==> src/rtl/write_request_queue.sv <==
`default_nettype none
// ============================================================================
// Module   : write_request_queue
// Purpose  : FIFO of narrow write requests, widened to output-word lanes;
//            define WRITE_REQUEST_QUEUE_COALESCE_EN to merge writes into the tail.
// Revision : 1.0 - initial release
// ============================================================================
module write_request_queue #(
    parameter int IN_ADDR_WIDTH  = 17,
    parameter int IN_DATA_WIDTH  = 16,
    parameter int OUT_DATA_WIDTH = 64,
    parameter int OUT_ADDR_WIDTH = 32,
    parameter int DEPTH          = 8
) (
    input  logic                          clock,
    input  logic                          reset,
    input  logic                          io_enable,
    input  logic                          io_in_wr,
    input  logic [IN_ADDR_WIDTH-1:0]      io_in_addr,
    input  logic [IN_DATA_WIDTH-1:0]      io_in_din,
    input  logic [IN_DATA_WIDTH/8-1:0]    io_in_mask,
    output logic                          io_in_wait_n,
    output logic                          io_out_wr,
    output logic [OUT_ADDR_WIDTH-1:0]     io_out_addr,
    output logic [OUT_DATA_WIDTH/8-1:0]   io_out_mask,
    output logic [OUT_DATA_WIDTH-1:0]     io_out_din,
    input  logic                          io_out_wait_n,
    output logic [$clog2(DEPTH):0]        io_count
);

    localparam int c_LANES     = OUT_DATA_WIDTH / IN_DATA_WIDTH;
    localparam int c_LANE_BITS = $clog2(c_LANES);
    localparam int c_LANE_W    = (c_LANE_BITS > 0) ? c_LANE_BITS : 1;
    localparam int c_WADDR_W   = IN_ADDR_WIDTH - c_LANE_BITS;
    localparam int c_IN_BYTES  = IN_DATA_WIDTH / 8;
    localparam int c_OUT_BYTES = OUT_DATA_WIDTH / 8;
    localparam int c_OFF_BITS  = $clog2(c_OUT_BYTES);
    localparam int c_PTR_W     = $clog2(DEPTH);
    localparam int c_CNT_W     = c_PTR_W + 1;
    localparam int c_BADDR_W   = c_WADDR_W + c_OFF_BITS;

    localparam logic [c_CNT_W-1:0] c_FULL    = c_CNT_W'(DEPTH);
    localparam logic [c_PTR_W-1:0] c_PTR_ONE = c_PTR_W'(1);

    logic [c_WADDR_W-1:0]      r_addr_mem [DEPTH];
    logic [OUT_DATA_WIDTH-1:0] r_data_mem [DEPTH];
    logic [c_OUT_BYTES-1:0]    r_mask_mem [DEPTH];

    logic [c_PTR_W-1:0]        r_rd_ptr;
    logic [c_PTR_W-1:0]        r_wr_ptr;
    logic [c_CNT_W-1:0]        r_count;

    logic [c_LANE_W-1:0]       w_lane;
    logic [c_WADDR_W-1:0]      w_in_waddr;
    logic [OUT_DATA_WIDTH-1:0] w_in_data;
    logic [c_OUT_BYTES-1:0]    w_in_mask;
    logic [c_BADDR_W-1:0]      w_head_baddr;
    logic                      w_not_empty;
    logic                      w_push;
    logic                      w_pop;
    logic                      w_merge;
    logic                      w_alloc;

    generate
        if (c_LANE_BITS > 0) begin : g_lane
            assign w_lane = io_in_addr[c_LANE_BITS-1:0];
        end else begin : g_no_lane
            assign w_lane = '0;
        end
    endgenerate

    assign w_in_waddr = io_in_addr[IN_ADDR_WIDTH-1:c_LANE_BITS];
    assign w_in_data  = OUT_DATA_WIDTH'(io_in_din) << (w_lane * IN_DATA_WIDTH);
    assign w_in_mask  = c_OUT_BYTES'(io_in_mask) << (w_lane * c_IN_BYTES);

    assign w_not_empty  = (r_count != '0);
    assign io_in_wait_n = (r_count != c_FULL);
    assign io_out_wr    = io_enable && w_not_empty;
    assign w_push       = io_in_wr && io_in_wait_n;
    assign w_pop        = io_out_wr && io_out_wait_n;

`ifdef WRITE_REQUEST_QUEUE_COALESCE_EN
    logic [c_PTR_W-1:0]        w_tail;
    logic [OUT_DATA_WIDTH-1:0] w_in_bitmask;

    assign w_tail = r_wr_ptr - c_PTR_ONE;

    // The head may be mid-handoff downstream, so only a non-head tail merges.
    assign w_merge = w_push && (r_count >= c_CNT_W'(2))
                     && (r_addr_mem[w_tail] == w_in_waddr);

    always_comb begin
        w_in_bitmask = '0;
        for (int b = 0; b < c_OUT_BYTES; b++) begin
            w_in_bitmask[b*8 +: 8] = {8{w_in_mask[b]}};
        end
    end
`else
    assign w_merge = 1'b0;
`endif

    assign w_alloc = w_push && !w_merge;

    always_ff @(posedge clock) begin
        if (reset) begin
            r_rd_ptr <= '0;
            r_wr_ptr <= '0;
            r_count  <= '0;
        end else begin
            if (w_alloc) begin
                r_wr_ptr <= r_wr_ptr + c_PTR_ONE;
            end
            if (w_pop) begin
                r_rd_ptr <= r_rd_ptr + c_PTR_ONE;
            end
            r_count <= r_count + c_CNT_W'(w_alloc) - c_CNT_W'(w_pop);
        end
    end

    // Storage is deliberately unreset; the pointers alone define validity.
    always_ff @(posedge clock) begin
        if (w_alloc) begin
            r_addr_mem[r_wr_ptr] <= w_in_waddr;
            r_data_mem[r_wr_ptr] <= w_in_data;
            r_mask_mem[r_wr_ptr] <= w_in_mask;
        end
`ifdef WRITE_REQUEST_QUEUE_COALESCE_EN
        if (w_merge) begin
            r_data_mem[w_tail] <= (r_data_mem[w_tail] & ~w_in_bitmask)
                                | (w_in_data & w_in_bitmask);
            r_mask_mem[w_tail] <= r_mask_mem[w_tail] | w_in_mask;
        end
`endif
    end

    assign w_head_baddr = {r_addr_mem[r_rd_ptr], {c_OFF_BITS{1'b0}}};
    assign io_out_addr  = OUT_ADDR_WIDTH'(w_head_baddr);
    assign io_out_din   = r_data_mem[r_rd_ptr];
    assign io_out_mask  = w_not_empty ? r_mask_mem[r_rd_ptr] : '0;
    assign io_count     = r_count;

endmodule
`default_nettype wire

==> config.mk <==
export PLATFORM = sky130hd
export DESIGN_NAME = write_request_queue
export DESIGN_NICKNAME = d
export VERILOG_FILES = /design/src/rtl/write_request_queue.sv
export SDC_FILE = /design/constraint.sdc
export NUM_CORES = 1
export LEC_CHECK = 0
export CAP_MARGIN = 30
export CORE_MARGIN = 2
export CORE_UTILIZATION = 50
export DETAILED_ROUTE_END_ITERATION = 10
export PLACE_DENSITY = 0.72
export SYNTH_ARGS = -nofsm -noshare
export SYNTH_HDL_FRONTEND = slang
export SYNTH_SLANG_ARGS = --single-unit
==> constraint.sdc <==
create_clock -name clock -period 29 [get_ports clock]
set_input_delay 2.9 -clock clock [delete_from_list [all_inputs] [get_ports clock]]
set_output_delay 2.9 -clock clock [all_outputs]
set_load 0.02 [all_outputs]
==> flow_summary.yaml, run 1 <==
clock_tree:
  hold_buffers: 0
  clkTransAtPathRegs_ns: 0.05
  insertion_delay_ns: 0.60
  ctsResizeCount: 0
  cts_sinks: 709
  post_cts_buffers: 0
  htree_levels: 3
  cts_tree: "built"
  cts_root_buf: "clkbuf_16"
  clk_path_buf_depth: 3
  cts_made_buffers: 71
synth:
  syn_avg_cell_area_um2: 22.8
  yosys_warnings: 0
  synth-edff-count: 696
  synth_simple_gate_area_frac: 0.0255
  synthCells: 1224
  synth_xor_area_frac: 0.000628
  synth_top_family_by_area: "multiplexers"
  post-synth-top-count-cell: "edfxtp_1"
  yosysSeqAreaShare: 0.758
  synth_adder_area_share: 0.00386
  ys_seq_elements: 709
  synth_top_area_frac: 0.749
  muxShareOfSynthArea: 0.185
  ys.flop_type: "edfxtp_1"
  synthTopCellsByCount: "696 x edfxtp_1, 151 x mux4_2, 79 x mux2_4, 54 x and2_1, 34 x mux2i_1"
  synthArstFlopShare: 0
  synth_compound_area_frac: 0.00673
  yosys.area.top_type: "edfxtp_1"
  ys_types: 34
  synth.area.top_cells: "edfxtp_1 75%, mux4_2 12%, mux2_4 4.3%"
  syn_area_mm2: 0.0279
worst_setup_path:
  reg2reg_from: "io_count[2]"
  timing.rr.end: "r_data_mem[6][9]"
  crit_type: "register to primary output"
  worst_ep_arrival_time_ns: 4.50
  cp_max_fo: 42
  crit_required_ns: 26.10
  reg2reg_setup_slack_ns: 25.23
  cp-start-kind: "register"
  worst-r2r-cell-count: 8
  end_kind: "primary output"
power:
  share_comb_of_total_power: 0.185
  switching_share: 0.244
  intPower_mw: 1.90
  p_switching_mw: 0.612
  p_clk_frac: 0.336
  max-vdd-ir-drop_mv: 0.0540
  p_leak_nw: 10.3
  pwr_density_cell_mw_per_mm2: 78.0
  pwr-share-seq: 0.479
run_status:
  status: "complete, no violations"
global_route:
  grt_pass1_wl_mm: 84.2
  grt_remaining_overflow: 0
  track_usage: 0.203
  first_global_vias: 13300
  grt_antenna_before_repair: 7
  grt_max_degree: 59
routing:
  ant_nets: 0
  via_per_inst: 5.76
  wl_per_cell_um: 25.9
  post-route-drc-count: 0
  wl_mm: 57.0
  drt_iter0_drc: 1171
  dr_total_vias: 12700
  first_pass_iters: 5
die:
  num_rows: 86
  die_h_um: 240
  core_mm2: 0.0551
  dieArea_mm2: 0.0577
  start_util: 0.506
  ios: 150
  fp.dieW_um: 240
min_path:
  min_path_type: "register to register"
  min_from: "r_rd_ptr[1]"
  worst_hold_path.num_cells: 2
timing:
  slew_headroom: 0.316
  fmax_mhz: 135
  fin_crit_sh: 0.255
  hold_viol: 0
  setup_ws_ns: 21.60
  rsz0062_at_grt: "false"
  slew_violations: 0
  fin_setup_tns_ns: 0
  worstMarginPinSlew_ns: 1.02
  fin_crit_ns: 7.40
  skew_ns: 0.0167
  final-setup-viol-count: 0
final_layout:
  fin_nets: 1446
  fill_cells: 3964
  syn_to_final_growth_pct: 15.5
  multiInputGateArea_mm2: 0.00631
  seq_area_mm2: 0.0212
  drive_gt1_frac: 0.254
run:
  maxCapViolCount: 0
place:
  dp_hpwl_mm: 31.1
  place.port_buffers: 132
  dp_worst_setup_slack_ns: 21.94
  place_congestion: 0.712
layer usage:
layer,part of all wire,GRT usage
met1,0.42,0.280
met2,0.50,0.329
met3,0.061,0.0385
met4,0.023,0.0663
met5,0,0
cell type report:
cell class,count,share of cell area
clock inverter,29,0.00517
sequential,709,0.657
timing repair buffer,162,0.0511
multi-input combinational,449,0.196
clock buffer,95,0.0609
antenna,4,0.000311
inverter,5,0.000583
tap,748,0.0290
power by group through the flow:
| stage | Clock (mW) | Sequential [mW] | Combinational (mW) |
|---|---|---|---|
| 6_report | 0.844 | 1.20 | 0.465 |
| 5_1_grt | 0.902 | 1.21 | 0.494 |
| 4_1_cts | 0.861 | 1.21 | 0.475 |
| 3_5_place_dp | 0 | 1.23 | 0.472 |
| 3_3_place_gp | 0 | 1.22 | 0.464 |
| 2_1_floorplan | 0 | 1.23 | 0.316 |
state kept, by name, indices dropped and copies added, names as in the netlist, named ones only:
register and count:
r_wr_ptr 3, r_rd_ptr 3, r_data_mem 512, r_addr_mem 120
r_mask_mem 64, io_count 4
critical path: stages (launching register included):
cell	delay (ns)
dfxtp_4	0.84
buf_4	0.79
buf_4	0.72
mux4_2	0.59
mux2_4	0.29
clkdlybuf4s50_1	0.60
logic make-up (layout without fill, tap and decap cells):
| kind of cell | count (synthesis) | after routing |
|---|---|---|
| flops | 709 | 709 |
| compound gates | 25 | 25 |
| simple gates | 122 | 122 |
| mux | 275 | 275 |
| fa+ha+maj | 8 | 8 |
| buf+inv | 82 | 291 |
| other cells | 1 | 21 |
| xor+xnor | 2 | 2 |
layout by cell type (no fill, tap or decap), drive strengths merged, types with 12 or more instances in the layout:
| cell type | synthesis | layout |
|---|---|---|
| mux2 | 83 | 83 |
| and2 | 55 | 55 |
| and3 | 18 | 18 |
| dfxtp | 13 | 13 |
| clkdlybuf4s50 | 0 | 132 |
| nor3 | 12 | 12 |
| a22o | 16 | 16 |
| conb | 1 | 17 |
| mux2i | 34 | 34 |
| mux4 | 158 | 158 |
| clkinv | 0 | 23 |
| buf | 59 | 30 |
| clkbuf | 18 | 95 |
| edfxtp | 696 | 696 |
how the worst max path moves through the flow:
stage               from                to  slack (ns)  cells after the start
2_1_floorplan   io_in_wr  r_addr_mem[0][0]       17.00                      2
3_3_place_gp   io_enable         io_out_wr       21.94                      3
3_5_place_dp   io_enable         io_out_wr       21.94                      3
4_1_cts         register    io_out_din[47]       21.38                      5
5_1_grt         register    io_out_din[47]       21.23                      5
6_report        register    io_out_din[63]       21.60                      5
metrics by stage:
stage	util	cells	instance area, um2	hold slack, ns	total power [mW]
after detailed placement	0.546	2073	30100	0.497	1.70
after CTS	0.585	2197	32200	0.508	2.54
after floorplan	-	1240	28000	0.475	1.54
final	0.585	2201	32200	0.504	2.51
after global placement	0.543	2067	29900	0.481	1.69
after global routing	0.585	2197	32200	0.552	2.61
No activity file was read; power rests on OpenSTA's default activity.
==> inputs of run 2 (changes only) <==
- PLACE_DENSITY: 0.72 -> 0.75
- clock period: 29 -> 6.7 ns (I/O delays scaled with it)
==> run 2 against run 1 <==
Combinational power rose to 4.4 times the previous value. Cell area rose by 0.55%. Clock skew fell by 0.0024 ns. Sequential cell count did not move. Sequential power rose to 4.3 times the previous value. Critical path type unchanged. Worst setup slack got worse by 19 ns.
==> flow_summary.yaml, run 2 (synthesized netlist as in run 1, its figures left out) <==
timing:
  setup_ws_ns: 2.62
  rsz0062_at_grt: "false"
  fin_crit_ns: 4.08
  skew_ns: 0.0143
  slew_headroom: 0.359
  final-setup-viol-count: 0
  fmax_mhz: 245
  hold_viol: 0
  fin_crit_sh: 0.609
  worstMarginPinSlew_ns: 0.957
  slew_violations: 0
global_route:
  grt_remaining_overflow: 0
  track_usage: 0.200
  grt_max_degree: 68
  first_global_vias: 13300
  grt_pass1_wl_mm: 83.2
  grt_antenna_before_repair: 3
die:
  fp.dieW_um: 240
  dieArea_mm2: 0.0577
  num_rows: 86
  core_mm2: 0.0551
  start_util: 0.506
  die_h_um: 240
  ios: 150
worst_setup_path:
  critical_path.endpoint: "io_out_mask[5]"
  crit_family: "buffers and inverters"
  worst_ep_arrival_time_ns: 3.41
  reg2reg_setup_slack_ns: 3.57
  crit_type: "register to primary output"
  worst-r2r-cell-count: 8
  end_kind: "primary output"
  max_stage_delay_ns: 0.71
  slowest_stage: "buf_4"
  path_buf_inv: 2
  cp_cell_sequence: "buf_4 > mux2i_1 > a22o_1 > nor3_1 > clkdlybuf4s50_1"
  crit_required_ns: 6.03
  timing.rr.end: "r_addr_mem[2][11]"
  cp_max_fo: 53
  cp.depth: 5
  cp-start-kind: "register"
  reg2reg_from: "io_count[2]"
routing:
  wl_mm: 56.4
  first_pass_iters: 5
  ant_nets: 0
  drt_iter0_drc: 1388
  via_per_inst: 5.76
  dr_total_vias: 12700
  wl_per_cell_um: 25.5
  post-route-drc-count: 0
power:
  power_mw: 11.1
  p_leak_nw: 10.4
  pwr-share-seq: 0.469
  p_switching_mw: 2.68
  switching_share: 0.243
  intPower_mw: 8.37
  max-vdd-ir-drop_mv: 0.204
  p_clk_frac: 0.347
  pwr_density_cell_mw_per_mm2: 341
  share_comb_of_total_power: 0.185
final_layout:
  largestRegisters: "r_data_mem: 512 flops, r_addr_mem: 120 flops, r_mask_mem: 64 flops"
  most-common-layout-cells: "696 x edfxtp_1, 151 x mux4_2, 132 x clkdlybuf4s50_1"
  post-route-util: 0.588
  fin_nets: 1453
  drive_gt1_frac: 0.264
  syn_to_final_growth_pct: 16.1
  largest_register_ff_count: 512
  top_register: "r_data_mem"
  multiInputGateArea_mm2: 0.00632
  final_common_cell: "edfxtp_1"
  seq_area_mm2: 0.0212
  fill_cells: 3918
clock_tree:
  clk_path_buf_depth: 3
  cts_made_buffers: 73
  ctsResizeCount: 0
  insertion_delay_ns: 0.60
  clkTransAtPathRegs_ns: 0.06
  cts_sinks: 709
  htree_levels: 3
  hold_buffers: 0
  post_cts_buffers: 0
  cts_root_buf: "clkbuf_16"
  cts_tree: "built"
place:
  dp_worst_setup_slack_ns: 2.80
  place_congestion: 0.720
  place.port_buffers: 132
  dp_hpwl_mm: 31.0
run_status:
  status: "complete, no violations"
run:
  maxCapViolCount: 0
min_path:
  min_path_type: "register to register"
run 2: cell types whose count changed in the layout (fill, tap and decap cells not counted), sizes merged:
cell and change:
clkinv +7, inv -2, bufinv +3, clkbuf -4, buf +5, diode -2, clkinvlp +2
run 2: cell type report:
class                   instances  share of cell area
multi-input cells             449               0.195
diodes                          2            0.000154
repair buffers                167              0.0519
flip-flops and latches        709               0.654
inverters                       5            0.000579
clock inverters                39             0.00946
clock buffers                  91              0.0604
well taps                     748              0.0289
run 2: routing by layer:
layer / global-route usage / vias up / part of all wire
li1: - / 5422 / -
met1: 0.272 / 6745 / 0.41
met2: 0.329 / 458 / 0.50
met3: 0.0333 / 94 / 0.065
met4: 0.0732 / 0 / 0.026
met5: 0 / - / 0
run 2: worst min-delay path by stage:
stage | startpoint | to | cells past startpoint
floorplan | r_rd_ptr[1] | register | 2
global placement | r_rd_ptr[1] | register | 2
detailed placement | r_rd_ptr[2] | r_rd_ptr[2] | 2
CTS | r_rd_ptr[2] | r_rd_ptr[2] | 2
global route | r_rd_ptr[2] | r_rd_ptr[2] | 2
finish | r_rd_ptr[2] | r_rd_ptr[2] | 2
run 2: tightest hold or removal path: stages (launching register included):
cell and delay (ns):
dfxtp_1 0.30, o21ai_0 0.09, a21oi_1 0.07
run 2: power groups by stage:
stage	Combinational (mW)	Clock (mW)	Sequential, mW
floorplan	1.37	0	5.29
global placement	2.00	0	5.30
detailed placement	2.02	0	5.32
CTS	2.04	3.90	5.23
global route	2.17	4.08	5.20
finish	2.04	3.83	5.18
run 2: through the flow:
step | setup TNS [ns] | area [um2] | hold slack, ns | instances
finish | 0 | 32400 | 0.519 | 2210
global route | 0 | 32400 | 0.563 | 2208
CTS | 0 | 32300 | 0.522 | 2206
detailed placement | 0 | 30100 | 0.513 | 2076
global placement | 0 | 30000 | 0.480 | 2073
floorplan | -318.28 | 28000 | 0.475 | 1240
==> inputs of run 3 (changes only) <==
- clock period: 6.7 -> 3.5 ns (I/O delays scaled with it)
==> run 3 against run 2 <==
Clock power up 98%. Die area unchanged. Sequential cell count unchanged. Cell count about the same. Non-clock buffer count up 1. Sequential share of layout area down 0.61 points. Critical path type unchanged.
==> flow_summary.yaml, run 3 (synthesized netlist as in run 1, its figures left out) <==
final_layout:
  finish.instance_area_mm2: 0.0327
  top_register: "r_data_mem"
  largest_register_ff_count: 512
  seq_area_mm2: 0.0212
  final_common_cell: "edfxtp_1"
  fin_nets: 1454
  syn_to_final_growth_pct: 17.2
  fill_cells: 3923
  multiInputGateArea_mm2: 0.00636
  n_antenna_cell: 0
  most-common-layout-cells: "696 x edfxtp_1, 151 x mux4_2, 132 x clkdlybuf4s50_1"
  largestRegisters: "r_data_mem: 512 flops, r_addr_mem: 120 flops, r_mask_mem: 64 flops"
  drive_gt1_frac: 0.266
timing:
  hold_viol: 0
  fin_setup_tns_ns: 0
  slew_headroom: 0.436
  fin_crit_sh: 0.953
  slew_violations: 0
  skew_ns: 0.0258
  fmax_mhz: 300
  fin_crit_ns: 3.34
  whs_ns: 0.470
  worstMarginPinSlew_ns: 0.843
  rsz0062_at_grt: "false"
  final-setup-viol-count: 0
clock_tree:
  clk_path_buf_depth: 3
  cts_root_buf: "clkbuf_16"
  cts_made_buffers: 73
  hold_buffers: 0
  htree_levels: 3
  insertion_delay_ns: 0.62
  ctsResizeCount: 0
  cts_sinks: 709
  post_cts_buffers: 1
  cts_tree: "built"
  clkTransAtPathRegs_ns: 0.06
run_status:
  status: "complete, no violations"
worst_setup_path:
  worst_ep_arrival_time_ns: 2.99
  cp_max_fo: 17
  cp-start-kind: "register"
  end_kind: "primary output"
  crit_type: "register to primary output"
  crit_required_ns: 3.15
place:
  place_congestion: 0.707
  dp_hpwl_mm: 30.8
  place.port_buffers: 132
  dpl_cell_area_mm2: 0.0303
global_route:
  grt_remaining_overflow: 0
  grt_antenna_before_repair: 2
  track_usage: 0.201
  grt_max_degree: 88
  grt_pass1_wl_mm: 83.8
  first_global_vias: 13500
routing:
  wl_mm: 56.6
  wl_per_cell_um: 25.6
  via_per_inst: 5.78
  drt_iter0_drc: 1111
  post-route-drc-count: 0
  ant_nets: 0
  first_pass_iters: 5
  dr_total_vias: 12800
power:
  p_leak_nw: 10.5
  max-vdd-ir-drop_mv: 0.404
  pwr_density_cell_mw_per_mm2: 658
run:
  maxCapViolCount: 0
die:
  die_h_um: 240
  ios: 150
  num_rows: 86
  fp.dieW_um: 240
  core_mm2: 0.0551
  start_util: 0.506
  dieArea_mm2: 0.0577
min_path:
  min_path_type: "primary input to register"
==> run 3: cell count changes in the layout (fill, tap and decap cells not counted), sizes merged <==
cell      change
bufinv        +3
clkbuf        +3
clkinv        -3
clkinvlp      -3
inv           +3
diode         -2
buf           +1
==> run 3: worst max-delay path: stages, from the launching register on <==
cell	delay, ns
dfxtp_4	0.56
buf_4	0.40
mux4_1	0.59
mux2_4	0.27
clkdlybuf4s50_1	0.54
==> run 3: path summary, 6_finish.rpt <==
path	startpoint	to	slack, ns	cells past startpoint
setup / recovery	register	io_out_din[30]	0.16	4
hold / removal	io_out_wait_n	register	0.47	4
setup reg to reg	io_count[3]	io_count[3]	0.88	10
hold reg to reg	r_rd_ptr[1]	register	0.51	2
==> run 3: stage by stage <==
step	total power, mW	worst slack, ns	instances	utilization
final	21.5	0.165	2212	0.594
after global routing	22.3	0.00951	2212	0.594
after CTS	21.8	0.0859	2212	0.594
after detailed placement	14.2	0.567	2078	0.551
after global placement	14.1	0.585	2078	0.551
after floorplan	12.7	-0.750	1240	-
==> run 3: power breakdown <==
part	leakage, nW	internal [mW]	switching (mW)
registers	6.56	9.79	0.159
clock network	1.14	4.45	3.12
logic	2.78	2.05	1.94
==> run 3: cell type report <==
| type | instances | share of cell area |
|---|---|---|
| Clock buffer | 94 | 0.0592 |
| Inverter | 5 | 0.000650 |
| Clock inverter | 39 | 0.0123 |
| Tap cell | 748 | 0.0286 |
| Timing Repair Buffer | 168 | 0.0573 |
| Sequential cell | 709 | 0.647 |
| Multi-Input combinational cell | 449 | 0.194 |
==> run 3: layer usage <==
metal,vias up,wire (um),global-route usage
met5,-,11,0
met4,2,1220,0.0666
met2,437,28500,0.332
met3,71,3530,0.0410
met1,6839,23400,0.269
li1,5428,-,-
